**config.mk**
```make
export PLATFORM = sky130hd
export DESIGN_NAME = mul_div_unit
export DESIGN_NICKNAME = d
export VERILOG_FILES = /design/src/rtl/mdu_pkg.sv /design/src/rtl/mdu_div_core.sv /design/src/rtl/mul_div_unit.sv
export SDC_FILE = /design/constraint.sdc
export NUM_CORES = 1
export LEC_CHECK = 0
export CAP_MARGIN = 20
export CORE_MARGIN = 2
export CORE_UTILIZATION = 40
export CTS_BUF_LIST = sky130_fd_sc_hd__clkbuf_8
export DETAILED_ROUTE_END_ITERATION = 6
export HOLD_SLACK_MARGIN = 0.06
export SLEW_MARGIN = 20
export SYNTH_ARGS = -nofsm -noshare
export SYNTH_HDL_FRONTEND = slang
export SYNTH_SLANG_ARGS = --single-unit
```
**constraint.sdc**
```tcl
create_clock -name clk -period 3.9 [get_ports clk]
set_clock_uncertainty 0.15 [all_clocks]
set_input_delay 0.78 -clock clk [delete_from_list [all_inputs] [get_ports clk]]
set_output_delay 0.78 -clock clk [all_outputs]
set_load 0.02 [all_outputs]
```
**src/rtl/mdu_pkg.sv**
```systemverilog
// -----------------------------------------------------------------------------
// mdu_pkg
//   Shared definitions for the iterative multiply/divide unit: operation
//   encodings as seen on the op port, FSM state encoding and the default
//   operand width with its iteration-counter width.
// -----------------------------------------------------------------------------
package mdu_pkg;

    localparam int MDU_WIDTH = 32;
    localparam int MDU_CNT_W = $clog2(MDU_WIDTH);

    // Encodings 6 and 7 are reserved; a start carrying them is ignored.
    typedef enum logic [2:0] {
        MDU_MULT  = 3'd0,
        MDU_MULTU = 3'd1,
        MDU_DIV   = 3'd2,
        MDU_DIVU  = 3'd3,
        MDU_MTHI  = 3'd4,
        MDU_MTLO  = 3'd5
    } mdu_op_e;

    typedef enum logic [1:0] {
        MDU_IDLE = 2'd0,
        MDU_CALC = 2'd1,
        MDU_FIX  = 2'd2
    } mdu_state_e;

endpackage

```
**src/rtl/mdu_div_core.sv**
```systemverilog
// -----------------------------------------------------------------------------
// mdu_div_core
//   One step of restoring division, purely combinational. The partial
//   remainder is shifted left by one, pulling in the next dividend bit from
//   the MSB of the quotient register; the divisor is trial-subtracted and the
//   result kept only if it did not borrow. The quotient register shifts left
//   and receives the new quotient bit at its LSB.
// Ports
//   rem_i      [WIDTH:0]    current partial remainder
//   quo_i      [WIDTH-1:0]  quotient register (remaining dividend bits on top)
//   divisor_i  [WIDTH-1:0]  divisor magnitude
//   rem_o      [WIDTH:0]    next partial remainder
//   quo_o      [WIDTH-1:0]  next quotient register
// -----------------------------------------------------------------------------
module mdu_div_core #(
    parameter int WIDTH = 32
) (
    input  logic [WIDTH:0]   rem_i,
    input  logic [WIDTH-1:0] quo_i,
    input  logic [WIDTH-1:0] divisor_i,
    output logic [WIDTH:0]   rem_o,
    output logic [WIDTH-1:0] quo_o
);

    logic [WIDTH+1:0] shifted;
    logic [WIDTH+1:0] diff;
    logic             borrow;

    always_comb begin
        shifted = {rem_i, quo_i[WIDTH-1]};
        diff    = shifted - {2'b00, divisor_i};
        // A set top bit means the trial subtraction went negative: restore.
        borrow  = diff[WIDTH+1];
        rem_o   = borrow ? shifted[WIDTH:0] : diff[WIDTH:0];
        quo_o   = {quo_i[WIDTH-2:0], ~borrow};
    end

endmodule

```
**src/rtl/mul_div_unit.sv**
```systemverilog
// -----------------------------------------------------------------------------
// mul_div_unit
//   Iterative multiply/divide unit with HI/LO registers for the MIPS EX stage.
//   MULT/MULTU/DIV/DIVU run on operand magnitudes, one bit per clock, then a
//   FIX cycle applies the result signs and writes HI/LO. MTHI/MTLO write in
//   the same edge that accepts them and never raise busy or done.
// Ports
//   clk     in   clock, rising edge
//   rst_n   in   asynchronous active-low reset
//   start   in   launch op; sampled only while busy is low
//   op      in   [2:0] operation (mdu_op_e), 6/7 ignored
//   a       in   [WIDTH-1:0] rs operand (multiplicand/dividend, MTHI/MTLO data)
//   b       in   [WIDTH-1:0] rt operand (multiplier/divisor)
//   cancel  in   synchronous abort; HI/LO keep their values
//   busy    out  operation in flight
//   done    out  one-cycle pulse, HI/LO now hold the result
//   div0    out  last DIV/DIVU had a zero divisor (meaningful with done)
//   hi      out  [WIDTH-1:0] HI register
//   lo      out  [WIDTH-1:0] LO register
// -----------------------------------------------------------------------------
module mul_div_unit
    import mdu_pkg::*;
#(
    parameter int WIDTH = MDU_WIDTH
) (
    input  logic             clk,
    input  logic             rst_n,
    input  logic             start,
    input  logic [2:0]       op,
    input  logic [WIDTH-1:0] a,
    input  logic [WIDTH-1:0] b,
    input  logic             cancel,
    output logic             busy,
    output logic             done,
    output logic             div0,
    output logic [WIDTH-1:0] hi,
    output logic [WIDTH-1:0] lo
);

    localparam int CNT_W = $clog2(WIDTH);

    mdu_state_e       state_q, state_d;
    logic [CNT_W-1:0] cnt_q, cnt_d;
    // acc_hi: product upper half (MUL) or partial remainder (DIV).
    // acc_lo: multiplier shifting out (MUL) or dividend/quotient (DIV).
    // opnd:   multiplicand (MUL) or divisor (DIV) magnitude.
    logic [WIDTH:0]   acc_hi_q, acc_hi_d;
    logic [WIDTH-1:0] acc_lo_q, acc_lo_d;
    logic [WIDTH-1:0] opnd_q, opnd_d;
    logic             mul_q, mul_d;     // 1: multiply in flight, 0: divide
    logic             neg_q, neg_d;     // product/quotient must be negated
    logic             rneg_q, rneg_d;   // remainder must be negated
    logic             dz_q, dz_d;       // divide by zero in flight
    logic [WIDTH-1:0] hi_q, hi_d;
    logic [WIDTH-1:0] lo_q, lo_d;
    logic             done_q, done_d;
    logic             div0_q, div0_d;

    // Start-time operand conditioning.
    logic             op_signed;
    logic [WIDTH-1:0] a_mag, b_mag;

    // Multiplier step: add multiplicand when the current multiplier bit is
    // set, then shift the whole 2*WIDTH accumulator right by one.
    logic [WIDTH:0]   mul_sum;

    // Divider step.
    logic [WIDTH:0]   div_rem;
    logic [WIDTH-1:0] div_quo;

    // Sign fix-up.
    logic [2*WIDTH-1:0] prod_raw, prod_fix;
    logic [WIDTH-1:0]   quo_fix, rem_fix;

    mdu_div_core #(
        .WIDTH(WIDTH)
    ) u_div_core (
        .rem_i    (acc_hi_q),
        .quo_i    (acc_lo_q),
        .divisor_i(opnd_q),
        .rem_o    (div_rem),
        .quo_o    (div_quo)
    );

    always_comb begin
        op_signed = (op == MDU_MULT) || (op == MDU_DIV);
        a_mag     = (op_signed && a[WIDTH-1]) ? -a : a;
        b_mag     = (op_signed && b[WIDTH-1]) ? -b : b;

        mul_sum   = {1'b0, acc_hi_q[WIDTH-1:0]}
                  + (acc_lo_q[0] ? {1'b0, opnd_q} : {(WIDTH+1){1'b0}});

        prod_raw  = {acc_hi_q[WIDTH-1:0], acc_lo_q};
        prod_fix  = neg_q  ? -prod_raw            : prod_raw;
        quo_fix   = neg_q  ? -acc_lo_q            : acc_lo_q;
        rem_fix   = rneg_q ? -acc_hi_q[WIDTH-1:0] : acc_hi_q[WIDTH-1:0];
    end

    always_comb begin
        // NOTE: every signal assigned here gets a default first, so no path
        // leaves one unassigned and no latch is inferred.
        state_d  = state_q;
        cnt_d    = cnt_q;
        acc_hi_d = acc_hi_q;
        acc_lo_d = acc_lo_q;
        opnd_d   = opnd_q;
        mul_d    = mul_q;
        neg_d    = neg_q;
        rneg_d   = rneg_q;
        dz_d     = dz_q;
        hi_d     = hi_q;
        lo_d     = lo_q;
        done_d   = 1'b0;
        div0_d   = div0_q;

        unique case (state_q)
            MDU_IDLE: begin
                // cancel in IDLE suppresses the start of that cycle.
                if (start && !cancel) begin
                    case (op)
                        MDU_MULT, MDU_MULTU: begin
                            div0_d   = 1'b0;
                            mul_d    = 1'b1;
                            dz_d     = 1'b0;
                            acc_hi_d = '0;
                            acc_lo_d = b_mag;
                            opnd_d   = a_mag;
                            neg_d    = op_signed && (a[WIDTH-1] ^ b[WIDTH-1]);
                            rneg_d   = 1'b0;
                            cnt_d    = CNT_W'(WIDTH - 1);
                            state_d  = MDU_CALC;
                        end
                        MDU_DIV, MDU_DIVU: begin
                            div0_d   = 1'b0;
                            mul_d    = 1'b0;
                            acc_hi_d = '0;
                            acc_lo_d = a_mag;
                            opnd_d   = b_mag;
                            neg_d    = op_signed && (a[WIDTH-1] ^ b[WIDTH-1]);
                            rneg_d   = op_signed && a[WIDTH-1];
                            cnt_d    = CNT_W'(WIDTH - 1);
                            if (b == '0) begin
                                // Skip the iterations; FIX returns the raw
                                // dividend in HI, so keep it unconditioned.
                                dz_d     = 1'b1;
                                acc_lo_d = a;
                                state_d  = MDU_FIX;
                            end else begin
                                dz_d     = 1'b0;
                                state_d  = MDU_CALC;
                            end
                        end
                        MDU_MTHI: begin
                            div0_d = 1'b0;
                            hi_d   = a;
                        end
                        MDU_MTLO: begin
                            div0_d = 1'b0;
                            lo_d   = a;
                        end
                        default: ;
                    endcase
                end
            end

            MDU_CALC: begin
                if (cancel) begin
                    state_d = MDU_IDLE;
                end else begin
                    if (mul_q) begin
                        acc_hi_d = {1'b0, mul_sum[WIDTH:1]};
                        acc_lo_d = {mul_sum[0], acc_lo_q[WIDTH-1:1]};
                    end else begin
                        acc_hi_d = div_rem;
                        acc_lo_d = div_quo;
                    end
                    if (cnt_q == '0) begin
                        state_d = MDU_FIX;
                    end else begin
                        cnt_d = cnt_q - 1'b1;
                    end
                end
            end

            MDU_FIX: begin
                state_d = MDU_IDLE;
                if (!cancel) begin
                    done_d = 1'b1;
                    if (dz_q) begin
                        hi_d   = acc_lo_q;
                        lo_d   = '1;
                        div0_d = 1'b1;
                    end else if (mul_q) begin
                        hi_d = prod_fix[2*WIDTH-1:WIDTH];
                        lo_d = prod_fix[WIDTH-1:0];
                    end else begin
                        hi_d = rem_fix;
                        lo_d = quo_fix;
                    end
                end
            end

            default: state_d = MDU_IDLE;
        endcase
    end

    // NOTE: the datapath registers are reset along with the control state;
    // they are few and a known value after reset keeps HI/LO deterministic.
    always_ff @(posedge clk or negedge rst_n) begin
        if (!rst_n) begin
            state_q  <= MDU_IDLE;
            cnt_q    <= '0;
            acc_hi_q <= '0;
            acc_lo_q <= '0;
            opnd_q   <= '0;
            mul_q    <= 1'b0;
            neg_q    <= 1'b0;
            rneg_q   <= 1'b0;
            dz_q     <= 1'b0;
            hi_q     <= '0;
            lo_q     <= '0;
            done_q   <= 1'b0;
            div0_q   <= 1'b0;
        end else begin
            // NOTE: non-blocking assignments so every register samples the
            // pre-edge value of the others, independent of statement order.
            state_q  <= state_d;
            cnt_q    <= cnt_d;
            acc_hi_q <= acc_hi_d;
            acc_lo_q <= acc_lo_d;
            opnd_q   <= opnd_d;
            mul_q    <= mul_d;
            neg_q    <= neg_d;
            rneg_q   <= rneg_d;
            dz_q     <= dz_d;
            hi_q     <= hi_d;
            lo_q     <= lo_d;
            done_q   <= done_d;
            div0_q   <= div0_d;
        end
    end

    assign busy = (state_q != MDU_IDLE);
    assign done = done_q;
    assign div0 = div0_q;
    assign hi   = hi_q;
    assign lo   = lo_q;

endmodule

```
Word level (Yosys, flattened, before mapping)
Index checks and enable logic that the tools add are counted.
{"block": "totals", "reg_bits": 174, "inputBits": 71, "out_inout_bits": 67, "word_cells": 121}
{"block": "classes", "n_addsub": 8, "eq_ne": 18, "muxes": 53, "n_bitwise": 2, "n_reduce_logical": 27}
{"op": "32-bit two-way mux", "n": 19}
{"op": "32-bit case mux with 2 select lines", "n": 5}
{"op": "33-bit two-way mux", "n": 5}
{"op": "32-bit negator", "n": 4}
{"op": "33-bit case mux with 2 select lines", "n": 1}
{"op": "64-bit two-way mux", "n": 1}
{"op": "64-bit negator", "n": 1}
{"op": "34-bit by 32-bit subtractor with 34-bit output", "n": 1}
{"op": "32-bit by 32-bit adder with 33-bit output", "n": 1}
{"op": "32-bit logical NOT", "n": 1}
{"op": "5-bit two-way mux", "n": 4}
{"op": "4-bit AND reduction", "n": 4}
{"op": "2-bit != test (second input constant)", "n": 7}
{"op": "5-bit case mux with 2 select lines", "n": 1}
{"op": "5-bit AND reduction", "n": 2}
{"op": "3-bit AND reduction", "n": 3}
{"op": "2-bit two-way mux", "n": 4}
{"op": "1-bit case mux with 2 select lines", "n": 4}
{"op": "2-bit case mux with 2 select lines", "n": 2}
{"op": "2-bit nonzero test", "n": 4}
{"op": "1-bit two-way mux", "n": 7}
{"op": "3-bit by 2-bit equality test with 1-bit output (second input constant)", "n": 2}
{"op": "3-bit equality test (second input constant)", "n": 2}
{"op": "6-bit OR reduction", "n": 1}
{"op": "other kinds (17)", "n": 22}

Longest topological paths before layout
{"block": "depth", "word_depth": 8, "ltp_mapped": 15}

By module
From an unflattened synthesis, not the netlist that was laid out.
{"block": "unflattened", "hier_cells": 2052, "area_unflattened_um2": 16159.2}
{"module": "mul_div_unit", "instances": 1, "cells_per_inst": 1715, "area_each_um2": 13713.2, "seq_area_each_um2": 4354.2}
{"module": "mdu_div_core", "instances": 1, "cells_per_inst": 337, "area_each_um2": 2446.1, "seq_area_each_um2": 0.0}

Worst setup path after synthesis
No wires, ideal clock.
{"block": "synth_timing", "path_type": "flip-flop to flip-flop", "startpoint": "register acc_lo_q[31]", "endpoint": "register acc_hi_q[30]", "setup_ps": 124, "t_arrival_ps": 3288, "required_time_ps": 3626, "setup_slack_ps": 338, "stages_incl_launch_ff": 15, "n_path_buf": 0, "period_less_slack_ps": 3562, "cell_sequence": "dfrtp_1 > inv_1 > ha_1 > inv_1 > fa_1 > a21o_1 > a21o_1 > a21oi_1 > nor3b_1 > o31ai_1 > a21oi_1 > a2111oi_0 > o21a_1 > o21ai_0 > a211o_1"}
{"block": "synth_between", "elab_chain_len": 5}
{"item": "start, declared", "line_no": "mul_div_unit.sv:48", "rtl": "logic [WIDTH-1:0] acc_lo_q, acc_lo_d;"}
{"item": "start signal, assigned", "line_no": "mul_div_unit.sv:230", "rtl": "acc_lo_q <= acc_lo_d;"}
{"item": "34-bit by 32-bit subtractor with 34-bit output", "line_no": "mdu_div_core.sv:31", "rtl": "diff = shifted - {2'b00, divisor_i};"}
{"item": "33-bit two-way mux", "line_no": "mdu_div_core.sv:34", "rtl": "rem_o = borrow ? shifted[WIDTH:0] : diff[WIDTH:0];"}
{"item": "33-bit two-way mux", "line_no": "mul_div_unit.sv:170", "rtl": "if (mul_q) begin"}
{"item": "33-bit two-way mux", "line_no": "mul_div_unit.sv:167", "rtl": "if (cancel) begin"}
{"item": "33-bit case mux with 2 select lines", "line_no": "mul_div_unit.sv:116", "rtl": "unique case (state_q)"}
{"item": "end signal, assigned", "line_no": "mul_div_unit.sv:229", "rtl": "acc_hi_q <= acc_hi_d;"}
{"item": "end, declared", "line_no": "mul_div_unit.sv:47", "rtl": "logic [WIDTH:0] acc_hi_q, acc_hi_d;"}
Every way passes these cells. The select of a mux whose other input is x is not followed.
A chain may end at the register's enable or synchronous reset.

Worst setup path after layout
{"block": "layout_timing", "startpoint": "register acc_lo_q[0]", "endpoint": "register hi_q[15] (netlist: hi[15])"}
{"block": "layout_between", "elab_chain_len": 6}
{"item": "64-bit negator", "line_no": "mul_div_unit.sv:94", "rtl": "prod_fix = neg_q ? -prod_raw : prod_raw;"}
{"item": "64-bit two-way mux", "line_no": "mul_div_unit.sv:94"}
{"item": "32-bit two-way mux", "line_no": "mul_div_unit.sv:193", "rtl": "end else if (mul_q) begin"}
{"item": "32-bit two-way mux", "line_no": "mul_div_unit.sv:189", "rtl": "if (dz_q) begin"}
{"item": "32-bit two-way mux", "line_no": "mul_div_unit.sv:187", "rtl": "if (!cancel) begin"}
{"item": "32-bit case mux with 2 select lines", "line_no": "mul_div_unit.sv:116"}
{"item": "end signal, assigned", "line_no": "mul_div_unit.sv:236", "rtl": "hi_q <= hi_d;"}
{"item": "end, declared", "line_no": "mul_div_unit.sv:54", "rtl": "logic [WIDTH-1:0] hi_q, hi_d;"}
Every way passes these cells. The select of a mux whose other input is x is not followed.

==> results.sh <==
export IMPL_cp_top_family="compound AO/OA/AOI/OAI gates"
export IMPL_power_density_nw_per_um2=705
export IMPL_io_pins=138
export IMPL_cts_sinks=174
export IMPL_crit_path_max_fanout=5
export IMPL_cp_startpoint="acc_lo_q[0]"
export IMPL_drt_first_pass_iters=6
export IMPL_synth_distinct_cells=76
export IMPL_hold_violations=0
export IMPL_cp_common_cell="nor2_1"
export IMPL_ant_nets=0
export IMPL_path_class="reg2reg"
export IMPL_synth_flop_cell="dfrtp_1"
export IMPL_cp_arrival_ns=4.16
export IMPL_grt_overflow_total=0
export IMPL_hold_path_class="in2async"
export IMPL_port_buffers=137
export IMPL_synth_warnings=0
export IMPL_fin_util=0.517
export IMPL_cp_required_ns=4.21
export IMPL_first_global_vias=16800
export IMPL_p_clk_frac=0.095
export IMPL_grt_start_max_net_pins=67
export IMPL_p_leak_nw=8.96
export IMPL_min_period_ns=3.85
export IMPL_start_kind="register"
export IMPL_finalSetupViolations=0
export IMPL_worstMarginPinSlew_ns=0.798
export IMPL_fin_nets=2556
export IMPL_slew_headroom=0.466
export IMPL_num_rows=72
export IMPL_outcome="finished clean"
export IMPL_p_comb_frac=0.690
export IMPL_fmax_mhz=260
export IMPL_regToRegSetupSlack_ns=0.05
export IMPL_period_share=0.986
export IMPL_rsz0062_at_grt="no"
export IMPL_finalSetupTns_ns=0
export IMPL_start_util=0.408
export IMPL_postSynthAreaPerCell_sq_um=7.52
export IMPL_cts_tree="built"
export IMPL_netlist_area_sq_um=15900
export IMPL_p_int_w=0.00719
export IMPL_drcViolationCount=0
export IMPL_cts_root_buf="clkbuf_8"
export IMPL_synth_nets=2255
export IMPL_switching_power_w=0.00702
export IMPL_synthTopCellsByArea="dfrtp_1 (27%), xnor2_1 (6.5%), nand2_1 (6.4%), o21ai_0 (6.2%), a21oi_1 (6.1%)"
export IMPL_fin_hold_ws_ns=0.0440
export IMPL_p_seq_frac=0.215
export IMPL_pre_cts_ws_ns=-0.124
export IMPL_synth_edf_count=0
export IMPL_cpPeakStageDelay_ns=0.58
export IMPL_synthArstFlopShare=1.00
export IMPL_synth_seq_area_share=0.274
export IMPL_switching_share=0.494
export IMPL_vdd_drop_max_mv=0.393
export IMPL_gp_congestion=0.990
export IMPL_track_usage=0.338
export IMPL_slew_violations=0
export IMPL_drv_cap=0
export IMPL_cts_buffers=17
export IMPL_wire_per_inst_microns=23.8
export IMPL_viasPerCell=6.01
export IMPL_synth_top_area_share=0.274
export IMPL_layout_cells_non_filler=2945
export IMPL_clk_pin_slew_ns=0.12
export IMPL_grt_first_pass_wirelength_microns=105000
export IMPL_worstSetupEndpointType="register"
export IMPL_synth_ff_latch_count=174
export IMPL_yosys_area_top_type="dfrtp_1"
export IMPL_vias=17700
export IMPL_ctsHoldBuffers=0
export IMPL_final_cell_mix="buf_4 (288), nand2_1 (271), nor2_1 (212), o21ai_0 (191), a21oi_1 (189)"
export IMPL_core_area_sq_um=38900
export IMPL_dpl_cell_count=2909
export IMPL_die_h_microns=203
export IMPL_layout_cells_most_common="buf_4"
export IMPL_h_tree_depth=4
export IMPL_slowest_stage="o41ai_1"
export IMPL_drive_gt1_frac=0.157
export IMPL_path_buf_inv=1
export IMPL_syn_to_final_growth_pct=26.8
export IMPL_drtIter0Drc=2078
export IMPL_insertion_delay_ns=0.55
export IMPL_syn_inst=2112
export IMPL_cp_cell_sequence="buf_4 -> or3_1 -> or4_4 -> o41a_1 -> o41ai_1 -> a22o_1 -> nor2_1 -> xnor2_1 -> nor2_1 -> a21oi_1 -> o221ai_1"
export IMPL_reg2reg_from="acc_lo_q[0]"
export IMPL_clock_path_buffers=2
export IMPL_fin_ws_ns=0.0529
export IMPL_die_area_sq_um=41300
export IMPL_antenna_found_initial=1
export IMPL_totalWireLength_microns=70100
export IMPL_nFillCells=3837
export IMPL_hpwl_microns=55300
export IMPL_die_w_microns=203
-- kinds of logic after synthesis --
logic type / Yosys count / share of synthesized area
buffers and inverters: 221 / 0.0535
flip-flops: 174 / 0.274
XOR/XNOR: 200 / 0.110
adder cells (fa/ha/maj): 72 / 0.0577
AND/OR/NAND/NOR: 714 / 0.206
AO/OA/AOI/OAI: 665 / 0.256
multiplexers: 66 / 0.0423
-- metal layers --
layer	part of all wire	wire length [microns]	GRT usage	up-vias
met5	0	0	0	-
li1	-	-	-	8115
met4	0.036	2540	0.127	0
met1	0.45	31800	0.494	8599
met3	0.091	6350	0.0623	116
met2	0.42	29400	0.492	881
-- cell type report --
type | instances | area (sq um) | area share
Multi-Input combinational cell | 1717 | 10800 | 0.537
Sequential cell | 174 | 4360 | 0.216
Timing Repair Buffer | 432 | 3670 | 0.182
Tap cell | 518 | 648 | 0.0322
Inverter | 71 | 267 | 0.0132
Clock buffer | 18 | 248 | 0.0123
Clock inverter | 14 | 140 | 0.00696
Antenna cell | 1 | 2.50 | 0.000124
-- power groups by stage --
stage,clock (W),combinational [W],sequential (W)
2_1_floorplan,0,0.00531,0.00328
3_3_place_gp,0,0.00943,0.00305
3_5_place_dp,0,0.00948,0.00307
4_1_cts,0.00137,0.00954,0.00303
5_1_grt,0.00144,0.0105,0.00312
6_report,0.00136,0.00980,0.00305
-- worst paths after layout --
path                                end  cells after the start
min in group clk                  lo[6]                      2
max in group asynchronous  acc_hi_q[10]                      2
min                        acc_hi_q[29]                      1
max reg2reg                      hi[15]                     11
min reg2reg                       lo[6]                      2
max                              hi[15]                     11
-- through the flow --
stage	total power [W]	instance area [sq um]
finish	0.0142	20100
global route	0.0151	20100
CTS	0.0139	20100
detailed placement	0.0125	19700
global placement	0.0125	19700
floorplan	0.00858	15900
-- synthesized netlist by cell type, types with 19 or more instances --
| cell type | number |
|---|---|
| nor3_1 | 38 |
| mux2i_1 | 57 |
| clkbuf_1 | 127 |
| a21o_1 | 28 |
| nand2_1 | 271 |
| o211ai_1 | 19 |
| nand3_1 | 37 |
| inv_1 | 70 |
| xor2_1 | 83 |
| o31ai_1 | 35 |
| xnor2_1 | 117 |
| a21oi_1 | 192 |
| a22oi_1 | 20 |
| ha_1 | 70 |
| or3_1 | 24 |
| nor2_1 | 213 |
| o21ai_0 | 197 |
| dfrtp_1 | 174 |
| o22ai_1 | 40 |
-- flip-flops by register name, indices dropped and copies added (netlist names) --
name      count
neg_q         1
state_q       2
acc_lo_q     32
cnt_q         5
rneg_q        1
lo           32
acc_hi_q     33
done          1
dz_q          1
hi           32
div0          1
mul_q         1
opnd_q       32
-- what timing repair did --
action	CTS	global route
endpoints found under the setup margin	2	13
buffers inserted	0	3
gates resized for setup	2	18
pin swaps	0	4
endpoints found under the hold margin	0	0
Note: power is estimated with default switching activity, not from simulation.
